$ cat src/rtl/debounce_pkg.sv
// Shared types and constants for the switch debouncer and its synchroniser.
// The optional edge-pulse outputs are enabled by defining DEBOUNCE_EDGE_EN.
package debounce_pkg;

    localparam int unsigned GLITCH_W = 8;
    localparam int unsigned CNT_W    = 8;
    localparam logic [GLITCH_W-1:0] GLITCH_MAX = 8'd255;

    typedef enum logic [1:0] {
        ST_LO   = 2'd0,
        WAIT_HI = 2'd1,
        ST_HI   = 2'd2,
        WAIT_LO = 2'd3
    } state_t;

    // Observation bundle so checkers can see the filter's internal progress.
    typedef struct packed {
        state_t           state;
        logic [CNT_W-1:0] cnt;
    } dbg_t;

    function automatic logic [GLITCH_W-1:0] glitch_inc(input logic [GLITCH_W-1:0] v);
        return (v == GLITCH_MAX) ? v : v + 1'b1;
    endfunction

endpackage

$ cat src/rtl/sync_2ff.sv
// Two-flop synchroniser with an asynchronous active-low clear to a fixed level.
// Reused for the latch's asynchronous preset/clear inputs.
module sync_2ff #(
    parameter logic RESET_LEVEL = 1'b0
) (
    input  logic clk,
    input  logic clear_n,
    input  logic d,
    output logic q
);

    logic ff1;
    logic ff2;

    always_ff @(posedge clk or negedge clear_n) begin
        if (!clear_n) begin
            ff1 <= RESET_LEVEL;
            ff2 <= RESET_LEVEL;
        end else begin
            ff1 <= d;
            ff2 <= ff1;
        end
    end

    assign q = ff2;

endmodule

$ cat src/rtl/switch_debouncer.sv
// Synchronises and filters a bouncing switch level into a clean d_out for the latch.
// Define DEBOUNCE_EDGE_EN to add registered one-cycle rise_pulse/fall_pulse outputs.
module switch_debouncer
    import debounce_pkg::*;
#(
    parameter int unsigned STABLE_CYCLES = 4,
    parameter logic        RESET_LEVEL   = 1'b0
) (
    input  logic                clk,
    input  logic                clear_n,
    input  logic                sw_raw,
    output logic                d_out,
    output logic [GLITCH_W-1:0] glitch_cnt,
`ifdef DEBOUNCE_EDGE_EN
    output logic                rise_pulse,
    output logic                fall_pulse,
`endif
    output dbg_t                dbg
);

    localparam logic [CNT_W-1:0] STABLE_LIM  = CNT_W'(STABLE_CYCLES);
    localparam state_t           RESET_STATE = RESET_LEVEL ? ST_HI : ST_LO;

    logic             sw_sync;
    state_t           state;
    logic [CNT_W-1:0] cnt;

    sync_2ff #(
        .RESET_LEVEL (RESET_LEVEL)
    ) u_sync (
        .clk     (clk),
        .clear_n (clear_n),
        .d       (sw_raw),
        .q       (sw_sync)
    );

    // cnt counts synchronised cycles at the new level, including the entry cycle,
    // so acceptance happens once the level has been seen STABLE_CYCLES+1 times.
    always_ff @(posedge clk or negedge clear_n) begin
        if (!clear_n) begin
            state      <= RESET_STATE;
            cnt        <= '0;
            glitch_cnt <= '0;
            d_out      <= RESET_LEVEL;
`ifdef DEBOUNCE_EDGE_EN
            rise_pulse <= 1'b0;
            fall_pulse <= 1'b0;
`endif
        end else begin
`ifdef DEBOUNCE_EDGE_EN
            rise_pulse <= 1'b0;
            fall_pulse <= 1'b0;
`endif
            case (state)
                ST_LO: begin
                    if (sw_sync) begin
                        state <= WAIT_HI;
                        cnt   <= 8'd1;
                    end else begin
                        cnt   <= '0;
                    end
                end
                WAIT_HI: begin
                    if (sw_sync) begin
                        if (cnt == STABLE_LIM) begin
                            state <= ST_HI;
                            d_out <= 1'b1;
                            cnt   <= '0;
`ifdef DEBOUNCE_EDGE_EN
                            rise_pulse <= 1'b1;
`endif
                        end else begin
                            cnt <= cnt + 1'b1;
                        end
                    end else begin
                        state      <= ST_LO;
                        cnt        <= '0;
                        glitch_cnt <= glitch_inc(glitch_cnt);
                    end
                end
                ST_HI: begin
                    if (!sw_sync) begin
                        state <= WAIT_LO;
                        cnt   <= 8'd1;
                    end else begin
                        cnt   <= '0;
                    end
                end
                WAIT_LO: begin
                    if (!sw_sync) begin
                        if (cnt == STABLE_LIM) begin
                            state <= ST_LO;
                            d_out <= 1'b0;
                            cnt   <= '0;
`ifdef DEBOUNCE_EDGE_EN
                            fall_pulse <= 1'b1;
`endif
                        end else begin
                            cnt <= cnt + 1'b1;
                        end
                    end else begin
                        state      <= ST_HI;
                        cnt        <= '0;
                        glitch_cnt <= glitch_inc(glitch_cnt);
                    end
                end
                default: begin
                    state <= RESET_STATE;
                    cnt   <= '0;
                end
            endcase
        end
    end

    assign dbg.state = state;
    assign dbg.cnt   = cnt;

endmodule
$ cat config.mk
export PLATFORM = sky130hd
export DESIGN_NAME = switch_debouncer
export DESIGN_NICKNAME = d
export VERILOG_FILES = /design/src/rtl/debounce_pkg.sv /design/src/rtl/sync_2ff.sv /design/src/rtl/switch_debouncer.sv
export SDC_FILE = /design/constraint.sdc
export NUM_CORES = 1
export LEC_CHECK = 0
export CAP_MARGIN = 20
export CORE_MARGIN = 10
export CORE_UTILIZATION = 25
export DETAILED_ROUTE_END_ITERATION = 7
export HOLD_SLACK_MARGIN = 0.12
export PLACE_DENSITY = 0.45
export SKIP_LAST_GASP = 1
export SLEW_MARGIN = 25
export SYNTH_ARGS = -nofsm -noshare
export SYNTH_HDL_FRONTEND = slang
export SYNTH_SLANG_ARGS = --single-unit
$ cat constraint.sdc
create_clock -name clk -period 1.7 [get_ports clk]
set_input_delay 0.17 -clock clk [delete_from_list [all_inputs] [get_ports clk]]
set_output_delay 0.17 -clock clk [all_outputs]
set_load 0.02 [all_outputs]
# Word-level counts from Yosys, hierarchy flattened
# Index checks and enable logic that the tools add are counted.
dict set report word_totals {
  reg_bits 21
  out_inout_bits 19
  elab_cells 50
  input_bits 3
}
dict set report op_classes {
  addsub 2
  reduce_logical 5
  eq_ne 15
  mux 22
}
# operator count
set ops {}
lappend ops {{$mux W8} 6}
lappend ops {{$pmux W8 S4} 1}
lappend ops {{$add A8 B1 Y8 const B} 2}
lappend ops {{$pmux W8 S2} 1}
lappend ops {{$mux W2} 6}
lappend ops {{$ne A2 B2 Y1 const B} 5}
lappend ops {{$eq A8 B3 Y1 const B} 1}
lappend ops {{$eq A8 B8 Y1 const B} 1}
lappend ops {{$pmux W2 S4} 1}
lappend ops {{$mux W1} 6}
lappend ops {{$ne A2 B1 Y1 const B} 3}
lappend ops {{$reduce_and A5 Y1} 1}
lappend ops {{$eq A2 B2 Y1 const B} 2}
lappend ops {{$reduce_and A4 Y1} 1}
lappend ops {{$ne A3 B2 Y1 const B} 1}
lappend ops {{$ne A3 B3 Y1 const B} 1}
lappend ops {{$reduce_and A3 Y1} 1}
lappend ops {{$eq A2 B1 Y1 const B} 1}
lappend ops {{$logic_not A2 Y1} 1}
lappend ops {{$pmux W1 S2} 1}
lappend ops {{$reduce_bool A2 Y1} 1}

# Logic depth before layout (Yosys ltp)
# Gate-level depths: netlist of run 1.
dict set report depth {
  depth_word 4
  depth_mapped 5
  ltp_nobuf 5
}

# Hierarchy
# A second synthesis of run 1 with hierarchy kept.
dict set report hier_totals {
  cells_unflattened 88
  hier_area_um2 969.7
}
# module area_per_inst_um2 instances seq_area_each_um2 cells_per_inst
set modules_own_cells {}
lappend modules_own_cells {switch_debouncer 919.6 1 475.5 86}
lappend modules_own_cells {sync_2ff 50.0 1 50.0 2}

# Worst setup path after synthesis of run 1
# Ideal clock, no wire load.
dict set report synth_timing {
  path_type {flip-flop to flip-flop}
  from {register cnt[5]}
  to {register d_out}
  n_path_buf 0
  arrival_ps 1593
  period_less_slack_ps 1680
  path_stages_with_launch 5
  required_time_ps 1613
  setup_slack_ps 20
  setup_ps 87
  cell_sequence {dfrtp_1 -> nor4b_2 -> nand3b_2 -> or4b_1 -> a22oi_1}
}
dict set report synth_between {
  elab_chain_len 3
  elab_cells_between_ends 4
  cone_classes {eq/ne: 3; reduce/logical: 1}
}
# item line
set synth_rtl {}
lappend synth_rtl {{start: declaration} switch_debouncer.sv:26} ;# logic [CNT_W-1:0] cnt;
lappend synth_rtl {{start signal: assignment} switch_debouncer.sv:73} ;# cnt <= cnt + 1'b1;
lappend synth_rtl {{start signal: assignment} switch_debouncer.sv:99} ;# cnt <= cnt + 1'b1;
lappend synth_rtl {{$eq A8 B3 Y1 (*)} {switch_debouncer.sv:65, switch_debouncer.sv:91}}
lappend synth_rtl {{$ne A2 B2 Y1 (no line)} --}
lappend synth_rtl {{$reduce_and A5 Y1 (no line) (*)} --}
lappend synth_rtl {{end signal: assignment} switch_debouncer.sv:44} ;# d_out <= RESET_LEVEL;
lappend synth_rtl {{end signal: assignment} switch_debouncer.sv:67} ;# d_out <= 1'b1;
lappend synth_rtl {{end signal: assignment} switch_debouncer.sv:93} ;# d_out <= 1'b0;
lappend synth_rtl {{end: declaration} switch_debouncer.sv:12} ;# output logic d_out,
# Every way passes the cells marked *; elsewhere a longest branch is shown, timed or not.
# A chain may end at the register's enable or synchronous reset.

# Worst setup path in the final report of run 1
dict set report layout_timing {
  from {register cnt[3]}
  to {output port dbg[3] (netlist name)}
}
# item line
set layout_rtl {}
lappend layout_rtl {{end: declaration} switch_debouncer.sv:18} ;# output dbg_t dbg
# No word-level cell between the ends.

==> summary.md, run 1 <==
| Metric | Value |
|---|---|
| Worst path bufs/invs | 1 |
| Area fraction of the dominant cell type after synthesis | 53.4% |
| GRT Total Usage | 7.27% |
| Post-Syn Area | 985 sq um |
| Hold Path Class | in -> async |
| Placed Cells | 173 |
| Final GP Congestion | 0.764 |
| Final Non-Filler Cells | 177 |
| Endpoints failing setup | 0 |
| Clock root buffer | clkbuf_8 |
| Max rail drop VDD | 0.840 mV |
| Total CTS buffers | 3 |
| PD cells | 1290 nW/um^2 |
| R2R Path End | d_out |
| Post-Synthesis Cells | 96 |
| Clock latency at the later pin of the worst-skew pair | 260 ps |
| Post-synth EDFFs | 0 |
| Post-route DRC | 0 |
| Ports | 22 |
| Row cnt | 22 |
| Cell family with most CP delay | buffers and inverters |
| Average wire per standard cell | 12.9 um |
| Hold Vio Cnt, Final | 0 |
| Sequential-to-total area share from yosys stat | 53.4% |
| Synthesis-stage register bit count | 21 |
| Largest net degree at the start of global routing | 22 |
| Worst Path Arrival | 1470 ps |
| Ys async rst share | 100% |
| Synth cell count leaders | dfrtp_1 (21), nor2_1 (11), inv_1 (8), nand2_1 (8) |
| Half-perimeter wire length after placement | 1710 um |
| Initial antenna violation count | 0 |
| Maxcap violations | 0 |
| Crit end category | output pin |
| Most frequent cell after synthesis | dfrtp_1 |
| Area leader, netlist | dfrtp_1 |
| P&R area growth vs syn | 39.8% |
| Port bufs | 21 |
| CP required | 1530 ps |
| Vias in the first global route | 825 |
| Final period utilization | 96.5% |
| Achievable frequency | 0.609 GHz |
| CTS tree | built |
| Final ANT Viol Nets | 0 |
| Die Span Y | 82.8 um |
| Ys flop type | dfrtp_1 |
| Status | complete, no violations |
| Remaining global-route overflow | 0 |
| Slew Viols, Final | 0 |
| Ranking of synthesized cells by area | dfrtp_1 (53%), xnor2_1 (6.2%), nor2_1 (4.2%), ha_1 (3.8%), nand3_1 (3.6%) |
| Wire length of the first global-routing pass | 3840 um |
| Vias | 805 |
| Worst path slowest cell | clkdlybuf4s50_1 |
| Synth warn | 0 |
| RSZ-0062 raised after global routing | true |
| Die X-Extent | 82.8 um |
| Clock transition at the registers of the reported paths | 70 ps |
| Crit path launch type | register |
| Routed WL | 2290 um |
| Starting DRT DRC Count | 42 |
| Largest fanout on the critical path | 10 |
| Starting Density | 26.3% |
| # diodes | 0 |
| Relative slew margins | 72.3% |
| CTS sink cnt | 21 |
| Leak | 0.571 nW |
| Post-synth net total | 102 |
| Worst R2R Setup Slack | 110 ps |
| Worst Path Class, Setup | reg -> out |
| Tot Pwr | 1.78 mW |
| Die Footprint | 6850 sq um |
| Max clock buf depth | 2 |
| CP peak stage delay | 680 ps |
| Share of cells above drive strength 1 | 14.7% |
| Core Area | 3740 sq um |
| Slew @ Worst Pin | 414 ps |
| First-pass detailed-route iteration total | 4 |
| Layout filler cell count | 407 |
| Number of vias per cell | 4.55 |
| Cell variety after synth | 24 |
| Clock skew | 3.20 ps |
| Fin crit period | 1640 ps |
| Synth Area per Inst | 10.3 sq um |
| FF-to-FF path depth | 4 |
| Sequence of cells on the critical path | clkdlybuf4s50_1 |
| H-Tree Depth | 1 |
| Final nets | 136 |
| FF-to-FF Start | cnt[5] |
[cell usage in the layout, fill, tap and decap left out, types with 3 or more instances in the layout]
cell and instances:
a21oi_1 3, clkdlybuf4s50_1 21, dfrtp_1 21, ha_1 3, inv_1 8, clkbuf_8 3
o21ai_0 3, nand2_1 8, nor3_1 5, buf_4 9, xnor2_1 7, nand3_1 7
mux2_2 3, nor2_1 11
[flip-flops by register name, summed over array words and instances (netlist names), named ones only]
name / count
glitch_cnt: 8
state: 1
cnt: 8
u_sync.q: 1
d_out: 1
u_sync.ff1: 1
[cell families after synthesis]
logic type	count (synthesis)	synth area share, %
XOR/XNOR	9	8.01
buffers and inverters	9	3.43
flip-flops	21	53.4
AND/OR/NAND/NOR	39	20.2
AO/OA/AOI/OAI	12	7.75
multiplexers	3	3.43
adder cells (fa/ha/maj)	3	3.81
[repair_timing]
action | CTS | global route
resized for setup | 0 | 2
hold buffers | 0 | 0
endpoints found under the setup margin | 0 | 2
buffers inserted | 0 | 0
[layout make-up]
| class | instances | area, sq um | share of cell area, % |
|---|---|---|---|
| Sequential cell | 21 | 526 | 38.2 |
| Multi-Input combinational cell | 66 | 438 | 31.8 |
| Timing Repair Buffer | 30 | 278 | 20.2 |
| Tap cell | 48 | 60.1 | 4.36 |
| Clock buffer | 4 | 45.0 | 3.27 |
| Inverter | 8 | 30.0 | 2.18 |
[per-layer routing]
| layer | track usage [%] | vias up | part of all wire [%] |
|---|---|---|---|
| met1 | 8.36 | 392 | 45 |
| met5 | 0 | - | 0 |
| met3 | 4.10 | 2 | 9.5 |
| met2 | 11.6 | 18 | 45 |
| met4 | 1.51 | 0 | 0.48 |
| li1 | - | 393 | - |
[stage by stage]
stage          utilization [%]  hold slack [ps]  setup TNS (ps)  setup slack, ps  area [sq um]
5_1_grt                   36.8              276           -10.3            -10.3          1380
2_1_floorplan                -             -126               0             20.0           985
3_3_place_gp              35.2              334               0              119          1320
4_1_cts                   36.4              269               0             41.0          1360
3_5_place_dp              35.2              337               0             78.8          1320
6_report                  36.8              257               0             58.9          1380
[power by group]
part           total, mW  switching (mW)  internal (mW)
clock              0.325           0.158          0.167
combinational      0.726           0.366          0.360
sequential         0.726           0.123          0.603
[worst max-delay path by stage]
stage                  startpoint       endpoint  slack, ps  cells after the start
floorplan                  cnt[5]          d_out         20                      4
global placement    glitch_cnt[1]  glitch_cnt[1]        120                      4
detailed placement         cnt[6]          d_out         80                      4
CTS                        cnt[3]         dbg[3]         40                      1
global route               cnt[5]          d_out        -10                      4
finish                     cnt[3]         dbg[3]         60                      1
No activity file was read; power rests on OpenSTA's default activity.
==> inputs of run 2 (changes only) <==
--- a/config.mk
+++ b/config.mk
@@ -12,7 +12,7 @@
 export HOLD_SLACK_MARGIN = 0.12
 export PLACE_DENSITY = 0.45
 export SKIP_LAST_GASP = 1
-export SLEW_MARGIN = 25
+export SLEW_MARGIN = 40
 export SYNTH_ARGS = -nofsm -noshare
 export SYNTH_HDL_FRONTEND = slang
 export SYNTH_SLANG_ARGS = --single-unit
==> results of run 2 <==
Same layout as run 1: the final DEF is identical, and so are final timing and power.
